[src/rtl/chrono_counter_if.sv]
// Control and count signals between chrono_counter and its driver.
// The master drives the controls; the slave is the counter itself.
interface chrono_counter_if;
    logic       START_STOP;
    logic       CLEAR;
    logic       LOAD;
    logic [5:0] LOAD_VAL;
    logic       UP_DN;
    logic [5:0] T;
    logic       RUN;
    logic       WRAP;

    modport master (
        output START_STOP, CLEAR, LOAD, LOAD_VAL, UP_DN,
        input  T, RUN, WRAP
    );

    modport slave (
        input  START_STOP, CLEAR, LOAD, LOAD_VAL, UP_DN,
        output T, RUN, WRAP
    );
endinterface

[src/rtl/chrono_counter.sv]
// Prescaled 6-bit seconds counter with start/stop, clear, load and up/down.
// Counts wrap within 0..MAX_COUNT so the downstream display stays in range.
module chrono_counter #(
    parameter int unsigned PRESCALE  = 50,
    parameter int unsigned MAX_COUNT = 59
) (
    input logic            CLK,
    input logic            RSTN,
    chrono_counter_if.slave bus
);

    localparam int unsigned PW = (PRESCALE > 1) ? $clog2(PRESCALE) : 1;
    localparam logic [PW-1:0] PRE_LAST = PW'(PRESCALE - 1);
    localparam logic [5:0] MAXV = 6'(MAX_COUNT);

    typedef enum logic {
        STOPPED = 1'b0,
        RUNNING = 1'b1
    } state_t;

    state_t        state_q, state_nx;
    logic          edge_q;
    logic [PW-1:0] pre_q, pre_nx;
    logic [5:0]    t_q, t_nx;
    logic          wrap_q, wrap_nx;
    logic          rise;
    logic          step;

    assign rise = bus.START_STOP & ~edge_q;
    assign step = (state_q == RUNNING) && (pre_q == PRE_LAST);

    always_ff @(posedge CLK or negedge RSTN) begin
        if (!RSTN) begin
            state_q <= STOPPED;
            edge_q  <= 1'b0;
            pre_q   <= '0;
            t_q     <= '0;
            wrap_q  <= 1'b0;
        end else begin
            state_q <= state_nx;
            edge_q  <= bus.START_STOP;
            pre_q   <= pre_nx;
            t_q     <= t_nx;
            wrap_q  <= wrap_nx;
        end
    end

    always_comb begin
        state_nx = state_q;
        pre_nx   = pre_q;
        t_nx     = t_q;
        wrap_nx  = 1'b0;

        // Toggle uses the current state, so a stop edge still lets this step land
        if (rise) begin
            state_nx = (state_q == RUNNING) ? STOPPED : RUNNING;
        end

        if (state_q == RUNNING) begin
            pre_nx = step ? '0 : pre_q + PW'(1);
        end

        if (bus.CLEAR) begin
            t_nx   = '0;
            pre_nx = '0;
        end else if (bus.LOAD) begin
            t_nx   = (bus.LOAD_VAL > MAXV) ? MAXV : bus.LOAD_VAL;
            pre_nx = '0;
        end else if (step) begin
            if (bus.UP_DN) begin
                if (t_q >= MAXV) begin
                    t_nx    = '0;
                    wrap_nx = 1'b1;
                end else begin
                    t_nx = t_q + 6'd1;
                end
            end else begin
                if (t_q == 6'd0) begin
                    t_nx    = MAXV;
                    wrap_nx = 1'b1;
                end else begin
                    t_nx = t_q - 6'd1;
                end
            end
        end
    end

    assign bus.T    = t_q;
    assign bus.RUN  = (state_q == RUNNING);
    assign bus.WRAP = wrap_q;

endmodule
[src/flat_wrapper.sv]
// flat-port wrapper written by rule: the top's interface ports become plain ports
module chrono_counter_flat 
#(
    parameter int unsigned PRESCALE  = 50,
    parameter int unsigned MAX_COUNT = 59
)
  (CLK, RSTN, bus_START_STOP, bus_CLEAR, bus_LOAD, bus_LOAD_VAL, bus_UP_DN, bus_T, bus_RUN, bus_WRAP);
  chrono_counter_if bus_i ();
  input logic CLK;
  input logic RSTN;
  input wire logic [$bits(bus_i.START_STOP)-1:0] bus_START_STOP;
  input wire logic [$bits(bus_i.CLEAR)-1:0] bus_CLEAR;
  input wire logic [$bits(bus_i.LOAD)-1:0] bus_LOAD;
  input wire logic [$bits(bus_i.LOAD_VAL)-1:0] bus_LOAD_VAL;
  input wire logic [$bits(bus_i.UP_DN)-1:0] bus_UP_DN;
  output wire logic [$bits(bus_i.T)-1:0] bus_T;
  output wire logic [$bits(bus_i.RUN)-1:0] bus_RUN;
  output wire logic [$bits(bus_i.WRAP)-1:0] bus_WRAP;
  assign bus_i.START_STOP = bus_START_STOP;
  assign bus_i.CLEAR = bus_CLEAR;
  assign bus_i.LOAD = bus_LOAD;
  assign bus_i.LOAD_VAL = bus_LOAD_VAL;
  assign bus_i.UP_DN = bus_UP_DN;
  assign bus_T = bus_i.T;
  assign bus_RUN = bus_i.RUN;
  assign bus_WRAP = bus_i.WRAP;
  chrono_counter #(.PRESCALE(PRESCALE), .MAX_COUNT(MAX_COUNT)) u_core (.CLK(CLK), .RSTN(RSTN), .bus(bus_i));
endmodule
[config.mk]
export PLATFORM = sky130hd
export DESIGN_NAME = chrono_counter_flat
export DESIGN_NICKNAME = d
export VERILOG_FILES = /design/src/rtl/chrono_counter_if.sv /design/src/rtl/chrono_counter.sv /design/src/flat_wrapper.sv
export SDC_FILE = /design/constraint.sdc
export NUM_CORES = 1
export LEC_CHECK = 0
export ABC_AREA = 1
export CAP_MARGIN = 10
export CORE_MARGIN = 1.5
export CORE_UTILIZATION = 32
export CTS_CLUSTER_DIAMETER = 200
export CTS_CLUSTER_SIZE = 25
export DETAILED_ROUTE_END_ITERATION = 10
export GPL_ROUTABILITY_DRIVEN = 0
export SLEW_MARGIN = 20
export SYNTH_ARGS = -nofsm -noshare
export SYNTH_HDL_FRONTEND = slang
export SYNTH_SLANG_ARGS = --single-unit
[constraint.sdc]
create_clock -name CLK -period 2.5 [get_ports CLK]
set_input_delay 0.375 -clock CLK [delete_from_list [all_inputs] [get_ports CLK]]
set_output_delay 0.375 -clock CLK [all_outputs]
set_load 0.02 [all_outputs]
==> results.yml <==
timing:
  whs_ps: 480
  final-hold-violation-count: 0
  finalSetupViolations: 0
  finClkSkew_ps: 5.49
  rsz0062_at_grt: "no"
  fin_crit_ps: 1910
  finalSetupTns_ps: 0
  fin_crit_sh_pct: 76.4
  drv_slew: 0
  tightest_slew_ps: 671
  max_freq_ghz: 0.524
  relSlewSlack_pct: 55.1
synthesis:
  syn-num-nets: 172
  yosys.cell_count.top_type: "nand2_1"
  synth_edf_count: 0
  netlist_top_cells_area: "dfrtp_1, nand2_1, inv_1"
  synth.top_cell.area_share_pct: 34.6
  synth_ff_type: "dfrtp_1"
  syn_inst: 155
  yosysWarnings: 0
  ys_seq_area_share_pct: 34.6
  syn_area_per_cell_um2: 6.99
  ys_async_sr_fraction_pct: 100
  yosys-top-cells-count: "nand2_1, inv_1, nor2_1"
  ys_types: 28
  synth_top_area_cell: "dfrtp_1"
  synth_area_um2: 1080
  ys_ff_latch: 15
cells_and_area:
  nets: 193
  diodes: 0
  utilization_pct: 42.6
  layout-drive-gt1-share_pct: 7.43
  areaGrowthSynthToFinish_pct: 23.0
clock_tree:
  postCtsHoldBufs: 0
  clk_pin_slew_ps: 100
  post_cts_buffers: 0
  cts_resized: 0
  cts_tree: "done"
  cts.path.max_buffers: 2
  worstSkewPairLatency_ps: 290
  cts_inserted_buffers: 3
  h-tree-depth: 1
  root_buffer: "clkbuf_4"
  numClockSinks: 15
drt:
  drt-initial-drc-count: 43
  drtAntennaViolNets: 0
  drc: 0
  wl_per_cell_um: 11.6
  viasPerCell: 4.77
  drt_wl_total_um: 2550
  vias: 1045
  drt_first_pass_iters: 4
setup_path:
  cp.required_ps: 2120
  arrival_ps: 1530
  reg2regPathDepth: 8
  path_delay_family: "buffers and inverters"
  endpoint_kind: "output pin"
  critical_path.slowest_cell: "clkdlybuf4s50_1"
  cp.buffers_inverters: 1
  path_cells: "clkdlybuf4s50_1"
  crit_cells: 1
  crit_fanout: 9
  path_class: "reg2out"
  startpoint_type: "register"
  cpPeakStageDelay_ps: 680
global_routing:
  grt_start_max_net_pins: 16
  grt_usage_pct: 16.0
  met2_usage_pct: 26.4
  use_met3_pct: 1.89
  use_met1_pct: 21.2
  antenna_found_initial: 0
  grt_pass1_wl_um: 4400
  grt-ovfl-total: 0
  top_usage_layer: "met2"
  grt_pass1_vias: 990
power:
  leakagePower_nw: 0.637
  switching_power_w: 0.000276
  p_per_area_nw_per_um2: 542
  power_w: 0.000722
  pwr-share-clk_pct: 20.1
  seq_power_share_pct: 44.4
  vdd_drop_max_uv: 298
  p_int_w: 0.000446
  power_frac_comb_pct: 35.4
  swShare_pct: 38.3
placement:
  dp_hpwl_um: 2060
  io_buffers: 19
die:
  die-area_um2: 3740
  die_w_um: 61.2
  num_rows: 20
  ioPinCount: 20
  die_h_um: 61.2
  coreArea_um2: 3130
  initial_core_util_pct: 34.6
outcome:
  status: "finished clean"
flow_run:
  drv_cap: 0
worst_hold_path:
  hp-class: "in2async"
worst reg2reg max path, cell delays in order, from the launching register on:
cell,delay (ps)
dfrtp_1,420
inv_1,170
ha_1,260
o21ai_0,210
xor2_1,170
nand3_1,90
nand2_1,60
nand2_1,70
nand2_1,60
cell usage in the layout, fill, tap and decap left out:
cell	Yosys	final
nor3_1	1	1
o22ai_1	1	1
a21oi_1	5	5
ha_1	5	5
nor2_1	18	18
nand3_1	11	11
nand2_2	3	3
nor3b_2	1	1
nor3b_1	1	1
o21ai_1	1	1
clkinv_1	1	1
clkdlybuf4s50_1	0	19
nor2_2	1	1
o21ai_0	5	5
nand2_1	44	44
nand4_1	7	7
xnor2_1	1	1
xor2_1	3	3
clkbuf_4	0	3
dfrtp_1	15	15
nand3_2	2	2
clkinv_2	1	2
inv_1	20	20
a211oi_1	1	1
o21bai_1	2	2
and3_1	1	1
nor2_4	1	1
state kept, by name (all words and copies together) (netlist names):
register and flops:
u_core.pre_q 6, u_core.edge_q 1, u_core.bus.WRAP 1, u_core.bus.T 6, u_core.bus.RUN 1
cells by family after synthesis:
kind of cell               after synthesis  share of synthesized area (%)
xor gates and xnor gates                 4                           3.23
DFF                                     15                           34.6
adders and majority gates                5                           5.77
AOI/OAI and AO/OA                       15                           7.74
buffers and inverters                   25                           9.93
and+or+nand+nor                         91                           38.7
final timing paths:
path | from | endpoint | slack (ps)
max in group asynchronous | RSTN | u_core.bus.T[3]$_DFFE_PN0P_ | 1590
max | u_core.bus.T[2]$_DFFE_PN0P_ | bus_T[2] | 590
min reg2reg | u_core.edge_q$_DFF_PN0_ | u_core.bus.RUN$_DFFE_PN0P_ | 540
min | RSTN | u_core.pre_q[0]$_DFFE_PN0P_ | 480
min in group CLK | u_core.edge_q$_DFF_PN0_ | u_core.bus.RUN$_DFFE_PN0P_ | 540
max reg2reg | u_core.bus.T[0]$_DFFE_PN0P_ | u_core.bus.T[2]$_DFFE_PN0P_ | 960
per-layer routing:
layer | vias to the layer above | part of all wire (%)
met4 | 0 | 1.1
met3 | 4 | 2.4
met2 | 22 | 49
met5 | - | 0
li1 | 537 | -
met1 | 482 | 48
per-stage QoR:
stage | instances | setup slack, ps | cell area [µm²]
2_1_floorplan | 155 | 1030 | 1080
3_3_place_gp | 215 | 767 | 1310
3_5_place_dp | 215 | 687 | 1310
4_1_cts | 219 | 577 | 1330
5_1_grt | 219 | 522 | 1330
6_report | 219 | 591 | 1330
layout make-up:
cell class	count	area, µm²
inverter	22	83.8
clock buffer	3	22.5
timing repair buffer	19	190
multi-input combinational	115	601
clock inverter	1	5.00
fill	324	1800
sequential	15	375
tap	44	55.1
power by group through the flow:
stage,Combinational (W),Clock [W],Sequential [W]
floorplan,0.000155,0,0.000331
global placement,0.000253,0,0.000324
finish,0.000256,0.000145,0.000321
global route,0.000293,0.000168,0.000329
CTS,0.000260,0.000151,0.000322
detailed placement,0.000259,0,0.000326
No activity file was read; power rests on OpenSTA's default activity.
